<file path="src/rtl/gold_tx_scheduler.sv">
// gold_tx_scheduler: frame-granular round-robin arbiter in front of one Gold-code transmitter.
// Locks the grant for a whole frame, caps frame length and spaces frames with a guard gap.
module gold_tx_scheduler #(
    parameter  int NUM_SRC      = 4,
    parameter  int DWIDTH       = 5,
    parameter  int MAX_LEN      = 64,
    parameter  int GUARD_CYCLES = 8,
    localparam int IW           = (NUM_SRC > 1) ? $clog2(NUM_SRC) : 1
) (
    input  logic                      s_axis_aclk,
    input  logic                      areset,
    input  logic [NUM_SRC-1:0]        s_axis_tvalid,
    output logic [NUM_SRC-1:0]        s_axis_tready,
    input  logic [NUM_SRC*DWIDTH-1:0] s_axis_tdata,
    input  logic [NUM_SRC-1:0]        s_axis_tlast,
    output logic                      m_axis_tvalid,
    input  logic                      m_axis_tready,
    output logic [DWIDTH-1:0]         m_axis_tdata,
    output logic                      m_axis_tlast,
    output logic                      strobe,
    output logic [IW-1:0]             grant_id,
    output logic                      busy,
    output logic                      trunc_pulse
);

    localparam int LW = $clog2(MAX_LEN + 1);
    localparam int GW = (GUARD_CYCLES > 1) ? $clog2(GUARD_CYCLES) : 1;
    localparam logic [LW-1:0] LEN_LAST   = LW'(MAX_LEN - 1);
    localparam logic [GW-1:0] GUARD_LAST = GW'((GUARD_CYCLES > 0) ? GUARD_CYCLES - 1 : 0);

    typedef enum logic [1:0] {
        IDLE  = 2'd0,
        ARB   = 2'd1,
        SEND  = 2'd2,
        GUARD = 2'd3
    } state_t;

    state_t        state;
    logic [IW-1:0] last_grant;
    logic [LW-1:0] len_cnt;
    logic [GW-1:0] guard_cnt;
    logic [IW-1:0] arb_sel;
    logic [IW-1:0] cand;
    logic          arb_found;
    logic          src_last;
    logic          xfer;

    // Round-robin scan starting just after the previous winner, wrapping at NUM_SRC.
    always_comb begin
        arb_found = 1'b0;
        arb_sel   = '0;
        cand      = '0;
        for (int k = 1; k <= NUM_SRC; k++) begin
            cand = IW'((int'(last_grant) + k) % NUM_SRC);
            if (!arb_found && s_axis_tvalid[cand]) begin
                arb_found = 1'b1;
                arb_sel   = cand;
            end
        end
    end

    // Zero-latency pass-through of the granted source while the frame is locked.
    always_comb begin
        m_axis_tvalid = 1'b0;
        m_axis_tdata  = '0;
        m_axis_tlast  = 1'b0;
        s_axis_tready = '0;
        trunc_pulse   = 1'b0;
        src_last      = 1'b0;
        xfer          = 1'b0;
        if (state == SEND) begin
            src_last                = s_axis_tlast[grant_id];
            m_axis_tvalid           = s_axis_tvalid[grant_id];
            m_axis_tdata            = s_axis_tdata[int'(grant_id)*DWIDTH +: DWIDTH];
            m_axis_tlast            = src_last | (len_cnt == LEN_LAST);
            s_axis_tready[grant_id] = m_axis_tready;
            xfer                    = m_axis_tvalid & m_axis_tready;
            trunc_pulse             = xfer & m_axis_tlast & ~src_last;
        end
    end

    always_ff @(posedge s_axis_aclk) begin
        if (areset) begin
            state      <= IDLE;
            grant_id   <= '0;
            last_grant <= IW'(NUM_SRC - 1);
            len_cnt    <= '0;
            guard_cnt  <= '0;
            strobe     <= 1'b0;
            busy       <= 1'b0;
        end else begin
            case (state)
                IDLE: begin
                    if (|s_axis_tvalid) begin
                        state <= ARB;
                        busy  <= 1'b1;
                    end
                end
                ARB: begin
                    if (arb_found) begin
                        state      <= SEND;
                        grant_id   <= arb_sel;
                        last_grant <= arb_sel;
                        len_cnt    <= '0;
                        strobe     <= 1'b1;
                    end else begin
                        state <= IDLE;
                        busy  <= 1'b0;
                    end
                end
                SEND: begin
                    if (xfer) begin
                        if (m_axis_tlast) begin
                            len_cnt <= '0;
                            strobe  <= 1'b0;
                            if (GUARD_CYCLES > 0) begin
                                state     <= GUARD;
                                guard_cnt <= '0;
                            end else begin
                                state <= IDLE;
                                busy  <= 1'b0;
                            end
                        end else begin
                            len_cnt <= len_cnt + 1'b1;
                        end
                    end
                end
                GUARD: begin
                    if (guard_cnt == GUARD_LAST) begin
                        state <= IDLE;
                        busy  <= 1'b0;
                    end else begin
                        guard_cnt <= guard_cnt + 1'b1;
                    end
                end
                default: begin
                    state  <= IDLE;
                    busy   <= 1'b0;
                    strobe <= 1'b0;
                end
            endcase
        end
    end

endmodule
</file>
<file path="config.mk">
export PLATFORM = sky130hd
export DESIGN_NAME = gold_tx_scheduler
export DESIGN_NICKNAME = d
export VERILOG_FILES = /design/src/rtl/gold_tx_scheduler.sv
export SDC_FILE = /design/constraint.sdc
export NUM_CORES = 1
export LEC_CHECK = 0
export CAP_MARGIN = 10
export CORE_AREA = 4 4 65 67
export DETAILED_ROUTE_END_ITERATION = 12
export DIE_AREA = 0 0 69 71
export GPL_TIMING_DRIVEN = 1
export HOLD_SLACK_MARGIN = 0.1
export PLACE_DENSITY = 0.66
export REMOVE_ABC_BUFFERS = 1
export SYNTH_ARGS = -nofsm -noshare
export SYNTH_HDL_FRONTEND = slang
export SYNTH_SLANG_ARGS = --single-unit
</file>
<file path="constraint.sdc">
create_clock -name s_axis_aclk -period 2.15 [get_ports s_axis_aclk]
set_input_delay 0.43 -clock s_axis_aclk [delete_from_list [all_inputs] [get_ports s_axis_aclk]]
set_output_delay 0.43 -clock s_axis_aclk [all_outputs]
set_load 0.02 [all_outputs]
</file>
==> out/metrics.yaml <==
global_routing:
  grt_max_degree: 11
  grt_pass1_vias: 1373
  grt_usage_pct: 16.1
  grt_first_pass_wirelength_um: 6460
  grt-ovfl-total: 0
  antenna_found_initial: 0
routing:
  wirelength_um: 3850
  drcViolationCount: 0
  antenna_left: 0
  first_iter_violations: 57
  firstDrtPassIters: 4
  routedWlPerCell_um: 15.3
  via_per_inst: 5.14
  vias: 1295
critical_path:
  crit_required_ps: 1720
  start_kind: "input pin"
  endpoint_kind: "output port"
  cp_max_fo: 3
  worstSetupPathType: "input pin to output port"
  worstPathArrival_ps: 1680
  crit_start: "s_axis_tvalid[1]"
  worstReg2RegStart: "grant_id[0]"
power:
  powerDensity_mw_per_mm2: 681
  p_total_mw: 1.31
  peakVddDrop_mv: 0.367
  power.leakage_nw: 0.778
sta:
  final.setup_skew_ps: 1.22
  setup_viol: 0
  period_share_pct: 98.2
  setup_slack_ps: 39.1
  fmax_ghz: 0.474
  worst_slew_margin_rel_pct: 69.6
  hold_slack_ps: 464
  grt_setup_unrepaired: "no"
  worst_slew_pin_slew_ps: 456
  slew_viol_final: 0
  min_period_ps: 2110
  hold_violations: 0
place:
  place.gp.congestion: 0.863
  post-place-cells: 248
  hpwl_um: 3210
  place_ws_ps: -506
  port_buffers: 46
synth:
  synth_top_area_share_pct: 30.4
  ys_seq_area_share_pct: 30.4
  synthCells: 134
  synth_ff_type: "dfxtp_1"
  synth_edf_count: 0
  mappedNetlistArea_mm2: 0.00119
  synth-async-reset-ratio_pct: 0
  yosys_warnings: 0
  ys_ff_latch: 18
  yosys.area.top_type: "dfxtp_1"
  synthTopCellsByArea: "dfxtp_1, mux4_2, a21oi_1, nand2_1, nor2b_1"
  ys_types: 38
  avgSynthCellArea_um2: 8.85
clock_tree:
  cts_buffers: 3
  clkSinkCount: 18
  holdBufCountCts: 0
  cts.path.max_buffers: 2
  clock_latency_ps: 250
  post_cts_buffers: 0
  h-tree-depth: 1
  tritoncts: "yes"
  path_clk_slew_ps: 70
  clockRootBuffer: "clkbuf_8"
final_layout:
  multiInputGateArea_um2: 798
  n_fill_cell: 371
  final-seq-area_um2: 362
  final_common_cell: "clkdlybuf4s50_1"
  most-common-layout-cells: "clkdlybuf4s50_1, buf_4, dfxtp_1, nand2_1, a21oi_1"
  syn_to_final_growth_pct: 61.6
  final_nets: 239
  drive_above_1_share_pct: 29.4
  num_antenna_cells: 0
  final_cells: 252
die:
  core-area_mm2: 0.00363
  die_w_um: 69
  io_pins: 47
  fp.dieArea_mm2: 0.00490
  rows: 22
  die_y_um: 71
  start_util_pct: 32.6
min_path:
  hold_class: "register to register"
  hp-start: "guard_cnt[1]"
flow_run:
  maxCapViolations: 0
run_status:
  outcome: "finished, final reports clean"
-- logic make-up after synthesis --
| group | after synthesis | share of synthesized area [%] |
|---|---|---|
| multiplexers | 9 | 15.0 |
| AND/OR/NAND/NOR | 57 | 27.6 |
| flip-flops | 18 | 30.4 |
| buffers and inverters | 13 | 4.11 |
| adder cells (fa/ha/maj) | 3 | 3.16 |
| AO/OA/AOI/OAI | 34 | 19.7 |
-- final cells by class --
cell class	instances	area share, %
multi-input cells	103	41.6
repair buffers	72	32.1
flip-flops and latches	18	18.9
inverters	7	1.37
clock buffers	4	2.87
well taps	48	3.13
-- timing repair --
| action | 4_1_cts | 5_1_grt |
|---|---|---|
| gates resized for setup | 52 | 16 |
| cloned | 0 | 0 |
| setup endpoints to repair | 18 | 8 |
| endpoints found under the hold margin | 0 | 0 |
| pin swaps | 2 | 1 |
-- flip-flops by register name (all words and copies together) (netlist names), named ones only --
name and flops:
strobe 1, state 1, guard_cnt 3, len_cnt 7
last_grant 2, grant_id 2, busy 1
-- worst paths after layout --
check                 end  slack [ps]  cells past startpoint
max           trunc_pulse          40                      5
min          guard_cnt[1]         460                      2
max reg2reg    len_cnt[5]         130                      5
min reg2reg  guard_cnt[1]         460                      2
-- where the power goes --
part | internal (mW) | switching [mW]
Sequential | 0.374 | 0.0341
Clock | 0.163 | 0.118
Combinational | 0.327 | 0.289
-- cells in the mapped netlist (all sizes together) (2+ instances only) --
cell and n:
dfxtp 18, nand2 13, a21oi 12, inv 7, mux4 7, nor2b 7, nand2b 6, o21ai 6
clkbuf 5, nand3 4, nand4 4, nor2 4, o22ai 4, ha 3, nor3 3, nor4 3
o21a 3, mux2i 2, nor3b 2, o211ai 2, or4b 2
-- stage by stage --
step	utilization, %	setup TNS (ps)	area [µm²]
after detailed placement	51.7	-6570	1880
after global placement	51.7	-5830	1880
after floorplan	-	-1340	1160
final	52.8	0	1920
after CTS	52.9	-7.95	1920
after global routing	52.8	0	1920
-- worst max-delay path, cell delays in order --
cell and delay, ps:
clkdlybuf4s50_1 420, mux4_2 530, nand2_2 110, nor4_2 40, buf_4 150
-- routing by layer --
layer	part of all wire (%)	track usage [%]	vias up	routed length, µm
met5	0	0	-	0
met4	1.1	4.34	0	41
met3	3.7	3.84	4	144
met2	55	29.6	29	2120
met1	40	18.6	620	1540
li1	-	-	642	-
Note: power is estimated with default switching activity, not from simulation.
